[config.mk]
export PLATFORM = sky130hd
export DESIGN_NAME = mem_arbiter
export DESIGN_NICKNAME = d
export VERILOG_FILES = /design/src/rtl/mem_arb_pkg.sv /design/src/rtl/mem_arb_rdtag.sv /design/src/rtl/mem_arbiter.sv
export SDC_FILE = /design/constraint.sdc
export NUM_CORES = 1
export LEC_CHECK = 0
export BUFFER_PORTS_ARGS = -buffer_cell sky130_fd_sc_hd__buf_2
export CORE_ASPECT_RATIO = 0.8
export CORE_MARGIN = 10
export CORE_UTILIZATION = 29
export DETAILED_ROUTE_END_ITERATION = 12
export PLACE_DENSITY = 0.81
export SLEW_MARGIN = 20
export SYNTH_ARGS = -nofsm -noshare
export SYNTH_HDL_FRONTEND = slang
export SYNTH_HIERARCHICAL = 1
export SYNTH_SLANG_ARGS = --single-unit
export TNS_END_PERCENT = 100
[constraint.sdc]
create_clock -name clk -period 1.5 [get_ports clk]
set_input_delay 0.15 -clock clk [delete_from_list [all_inputs] [get_ports clk]]
set_output_delay 0.15 -clock clk [all_outputs]
set_load 0.02 [all_outputs]
[src/rtl/mem_arb_pkg.sv]
// Shared types and constants for the instruction/data cache memory arbiter.
// MEM_ARB_FIXED_PRIO_EN (in mem_arbiter) selects fixed data-cache priority instead of round-robin.
package mem_arb_pkg;

    typedef enum logic [2:0] {
        IDLE  = 3'd0,
        OWN0  = 3'd1,
        OWN1  = 3'd2,
        DRAIN = 3'd3,
        ERROR = 3'd4
    } arb_state_t;

    // Owner tag carried alongside each in-flight read: 0 = icache, 1 = dcache.
    localparam int OWNER_W     = 1;
    localparam int DEF_MEM_LAT = 2;

endpackage

[src/rtl/mem_arb_rdtag.sv]
// Read-tag shift register: one stage per cycle of memory latency, head stage
// lines up with the cycle in which mem_dout carries the data for that read.
module mem_arb_rdtag
    import mem_arb_pkg::*;
#(
    parameter int DEPTH = DEF_MEM_LAT
) (
    input  logic               clk,
    input  logic               rst,
    input  logic               push,
    input  logic [OWNER_W-1:0] push_owner,
    output logic               head_valid,
    output logic [OWNER_W-1:0] head_owner,
    output logic               empty
);

    logic [DEPTH-1:0]   vld;
    logic [OWNER_W-1:0] own [DEPTH];

    always_ff @(posedge clk) begin
        if (!rst) begin
            vld <= '0;
            for (int i = 0; i < DEPTH; i++) begin
                own[i] <= '0;
            end
        end else begin
            vld[0] <= push;
            own[0] <= push_owner;
            for (int i = 1; i < DEPTH; i++) begin
                vld[i] <= vld[i-1];
                own[i] <= own[i-1];
            end
        end
    end

    assign head_valid = vld[DEPTH-1];
    assign head_owner = own[DEPTH-1];
    assign empty      = ~|vld;

endmodule

[src/rtl/mem_arbiter.sv]
// Two-port memory arbiter granting whole transactions to the icache (port 0) or dcache (port 1).
// Define MEM_ARB_FIXED_PRIO_EN to give port 1 fixed priority; default is round-robin.
//
// state | meaning
// IDLE  | nobody owns memory, arbitrate pending requests
// OWN0  | port 0 owns memory, its strobes pass straight through
// OWN1  | port 1 owns memory, its strobes pass straight through
// DRAIN | owner released with reads in flight, wait for tag pipe to empty
// ERROR | rd and wr asserted together by the owner, held until reset
module mem_arbiter
    import mem_arb_pkg::*;
#(
    parameter int MEM_LAT = DEF_MEM_LAT,
    parameter int AW      = 16,
    parameter int DW      = 16
) (
    input  logic          clk,
    input  logic          rst,
    input  logic          req0,
    input  logic          rd0,
    input  logic          wr0,
    input  logic [AW-1:0] addr0,
    input  logic [DW-1:0] din0,
    output logic          gnt0,
    output logic [DW-1:0] dout0,
    output logic          dvalid0,
    input  logic          req1,
    input  logic          rd1,
    input  logic          wr1,
    input  logic [AW-1:0] addr1,
    input  logic [DW-1:0] din1,
    output logic          gnt1,
    output logic [DW-1:0] dout1,
    output logic          dvalid1,
    output logic          mem_rd,
    output logic          mem_wr,
    output logic [AW-1:0] mem_addr,
    output logic [DW-1:0] mem_din,
    input  logic [DW-1:0] mem_dout,
    output logic          err
);

    arb_state_t         state, next_state;
    logic               arb_en;
    logic               pick1;
    logic               drained;
    logic               tag_empty;
    logic               head_valid;
    logic [OWNER_W-1:0] head_owner;
    logic [OWNER_W-1:0] push_owner;

`ifdef MEM_ARB_FIXED_PRIO_EN
    assign pick1 = req1;
`else
    logic rr_last;

    // rr_last remembers the most recent winner so the other port wins the next tie.
    assign pick1 = req1 & (~req0 | ~rr_last);

    always_ff @(posedge clk) begin
        if (!rst) begin
            rr_last <= 1'b1;
        end else if (arb_en && (req0 || req1)) begin
            rr_last <= pick1;
        end
    end
`endif

    always_ff @(posedge clk) begin
        if (!rst) begin
            state <= IDLE;
        end else begin
            state <= next_state;
        end
    end

    // A read issued in the releasing cycle still counts as in flight.
    assign drained = tag_empty & ~mem_rd;

    always_comb begin
        next_state = state;
        arb_en     = 1'b0;
        mem_rd     = 1'b0;
        mem_wr     = 1'b0;
        mem_addr   = '0;
        mem_din    = '0;
        unique case (state)
            IDLE: arb_en = 1'b1;
            OWN0: begin
                if (rd0 && wr0) begin
                    next_state = ERROR;
                end else begin
                    mem_rd   = rd0;
                    mem_wr   = wr0;
                    mem_addr = addr0;
                    mem_din  = din0;
                    if (!req0) begin
                        if (tag_empty && !rd0) arb_en = 1'b1;
                        else                   next_state = DRAIN;
                    end
                end
            end
            OWN1: begin
                if (rd1 && wr1) begin
                    next_state = ERROR;
                end else begin
                    mem_rd   = rd1;
                    mem_wr   = wr1;
                    mem_addr = addr1;
                    mem_din  = din1;
                    if (!req1) begin
                        if (tag_empty && !rd1) arb_en = 1'b1;
                        else                   next_state = DRAIN;
                    end
                end
            end
            DRAIN: begin
                if (drained) arb_en = 1'b1;
            end
            ERROR: next_state = ERROR;
            default: next_state = ERROR;
        endcase
        // The releasing port's req is already low, so handover reuses the idle rules.
        if (arb_en) begin
            if (req0 || req1) next_state = pick1 ? OWN1 : OWN0;
            else              next_state = IDLE;
        end
    end

    assign push_owner = (state == OWN1) ? 1'b1 : 1'b0;

    mem_arb_rdtag #(
        .DEPTH (MEM_LAT)
    ) u_rdtag (
        .clk        (clk),
        .rst        (rst),
        .push       (mem_rd),
        .push_owner (push_owner),
        .head_valid (head_valid),
        .head_owner (head_owner),
        .empty      (tag_empty)
    );

    assign dvalid0 = head_valid & (head_owner == 1'b0);
    assign dvalid1 = head_valid & (head_owner == 1'b1);
    assign dout0   = dvalid0 ? mem_dout : '0;
    assign dout1   = dvalid1 ? mem_dout : '0;

    assign gnt0 = (state == OWN0);
    assign gnt1 = (state == OWN1);
    assign err  = (state == ERROR);

endmodule
==> flow_metrics.tcl <==
set metrics [dict create \
    finalClockSkew_ns 0.0108 \
    synth_fa_ha_area_share_pct 0 \
    num_vias 1968 \
    synth-xor-area-share_pct 0 \
    netlist_area_sq_um 1020 \
    relSlewSlack_pct 77.1 \
    synth_top_family_by_area "simple AND/OR/NAND/NOR gates" \
    cp-start-kind "flip-flop" \
    synth_compound_area_share_pct 36.0 \
    diodes 0 \
    synth-simple-area-share_pct 40.6 \
    dieArea_sq_um 6310 \
    totalWireLength_mm 8.42 \
    die_w_um 86.3 \
    wl_per_cell_um 24.3 \
    cts_made_buffers 3 \
    start_util_pct 30.0 \
    clockBufferDepth 2 \
    outcome "finished with violations" \
    synth_fp_nets 216 \
    cpMostUsedCell "buf_6" \
    ir_drop_uv 1050 \
    maxClockFrequency_ghz 0.573 \
    final.setup.worst_slack_ns -0.245 \
    min_period_ns 1.74 \
    yosysUniqueCellTypes 32 \
    overflow 0 \
    grt_pass1_vias 2101 \
    cellPowerDensity_nw_per_um2 1430 \
    setup_viol 34 \
    crit_chain "buf_6 -> a211oi_4 -> buf_6 -> buf_12 -> a22o_1 -> buf_6" \
    die_h_um 73.1 \
    timing.setup.tns_ns -6.45 \
    ys_seq_area_share_pct 15.7 \
    antenna_left 0 \
    finalHoldViolations 0 \
    hold_path.class "input pin to flip-flop" \
    h-tree-depth 1 \
    drt-initial-drc-count 159 \
    grt_max_degree 23 \
    core_sq_um 3400 \
    avgSynthCellArea_sq_um 7.98 \
    globalplace.congestion 0.895 \
    antenna_found_initial 0 \
    grtUsageTotal_pct 23.4 \
    synth-seq-cells 8 \
    period_share_pct 116 \
    max_stage_delay_ns 0.33 \
    cts_tree "yes" \
    area_growth_pct 165 \
    grt_pass1_wl_mm 11.8 \
    crit_arrival_ns 1.59 \
    drc 0 \
    cpMaxStageDelayCell "dfxtp_2" \
    io_buffers 158 \
    path_class "flip-flop to primary output" \
    p_leak_nw 1.58 \
    synthMuxAreaShare_pct 0 \
    crit_buf_inv 4 \
    rsz0062_at_grt "yes" \
    ys.warnings.count 6 \
    drive_gt1_share_pct 75.7 \
    tightest_slew_ns 0.342 \
    crit_path_end_kind "primary output" \
    crit_fanout 6 \
    viasPerCell 5.67 \
    std_cell_rows 19 \
    hold_buffers 0 \
    io_pins 159 \
    cap_violations 0 \
    maxSlewViolCount 0 \
    dp_hpwl_mm 5.39 \
    clk_pin_slew_ns 0.05 \
    hold_slack_ns 0.213 \
    clock-sinks 8 \
    ctsRootBufferMaster "clkbuf_8" \
    synth_cells 128 \
    crit_family "buffers and inverters" \
    clkLatencyLatePin_ns 0.24 \
    violations "negative setup slack" \
    worst-endpoint-required_ns 1.35 \
    fin_nets 395 \
    firstDrtPassIters 5 \
]
[stage by stage]
step | worst slack [ns] | area, sq um | cells | utilization [%] | total power, mW
floorplan | -0.0218 | 1290 | 128 | - | 1.91
global placement | 0.0375 | 2190 | 332 | 64.6 | 2.60
detailed placement | -0.00472 | 2190 | 332 | 64.6 | 2.63
CTS | -0.187 | 2620 | 346 | 77.1 | 3.57
global route | -0.270 | 2710 | 347 | 79.6 | 4.02
finish | -0.245 | 2710 | 347 | 79.6 | 3.87
[cell families (layout without fill, tap and decap cells)]
kind of cell / after synthesis / after routing
buf+inv: 13 / 190
flops: 8 / 8
simple gates: 64 / 64
compound gates: 43 / 43
[placed cells by master, fill, tap and decap left out, types with 2 or more instances in the layout]
cell type / n
a22o_1: 4
a22o_4: 28
and2_1: 21
and3_1: 16
buf_12: 2
buf_16: 3
buf_2: 121
buf_4: 17
buf_6: 39
clkbuf_8: 3
dfxtp_1: 5
dfxtp_2: 2
inv_1: 3
nand2_1: 4
nand3b_1: 4
nor2_1: 2
nor2b_4: 2
nor3_1: 2
nor3_2: 2
nor3b_1: 2
[path summary, 6_finish.rpt]
check	startpoint	to	slack [ns]	depth (start not counted)
max	state[2]	mem_addr[9]	-0.24	6
min	rst	rr_last	0.21	2
max reg2reg	state[0]	state[0]	-0.05	5
min reg2reg	u_rdtag/own[0][0]	u_rdtag/own[0][1]	0.44	1
[flip-flops by register name, indices dropped and copies added, names as in the netlist]
signal / cells
u_rdtag/vld: 2
rr_last: 1
u_rdtag/own: 2
state: 3
[area by class of cell]
cell class | instances | area, sq um
Multi-Input combinational cell | 107 | 1110
Tap cell | 42 | 52.6
Inverter | 3 | 11.3
Sequential cell | 8 | 166
Fill cell | 220 | 692
Clock buffer | 3 | 41.3
Timing Repair Buffer | 184 | 1330
[synth_stat cells]
cell,instances,share of area [%]
and3_1,16,9.8
o22ai_1,1,0.61
inv_1,3,1.1
clkbuf_1,3,1.1
nand3b_1,4,2.9
nor4b_2,1,1.5
a22o_1,32,27
o211ai_1,1,0.74
nor3b_4,1,1.8
dfxtp_1,8,16
nor3_1,4,2.0
a31oi_1,1,0.61
nand2_1,4,1.5
nor3b_1,2,1.5
nand2b_2,1,0.86
a211oi_2,1,1.2
o21ai_0,1,0.49
a21oi_1,1,0.49
nand3_1,1,0.49
nand4b_1,1,0.86
and2_1,22,13
or2_1,1,0.61
nor2_1,3,1.1
buf_6,1,1.1
o2bb2ai_1,1,0.86
o21ai_1,1,0.49
a221oi_1,1,0.86
buf_4,6,4.4
a22oi_2,1,1.2
and4b_1,1,0.98
a221o_1,1,0.98
nor2b_1,2,1.2
[routing by layer]
layer	part of all wire [%]	GRT usage [%]	up-vias
li1	-	-	850
met4	4.0	9.52	0
met5	0	0	-
met1	34	23.0	903
met3	15	11.9	34
met2	47	40.8	181
[power by group]
group | leakage, nW | internal [mW] | switching, mW
registers | 0.0668 | 0.279 | 0.0578
logic | 1.49 | 1.72 | 1.55
clock network | 0.0216 | 0.175 | 0.0967
total | 1.58 | 2.17 | 1.70
[what timing repair did]
action / CTS / global route
pin swaps: 6 / 12
setup buffers: 6 / 4
gates cloned: 5 / 1
gates resized for setup: 81 / 20
setup endpoints to repair: 51 / 53
Power figures use the tool's default switching activity.
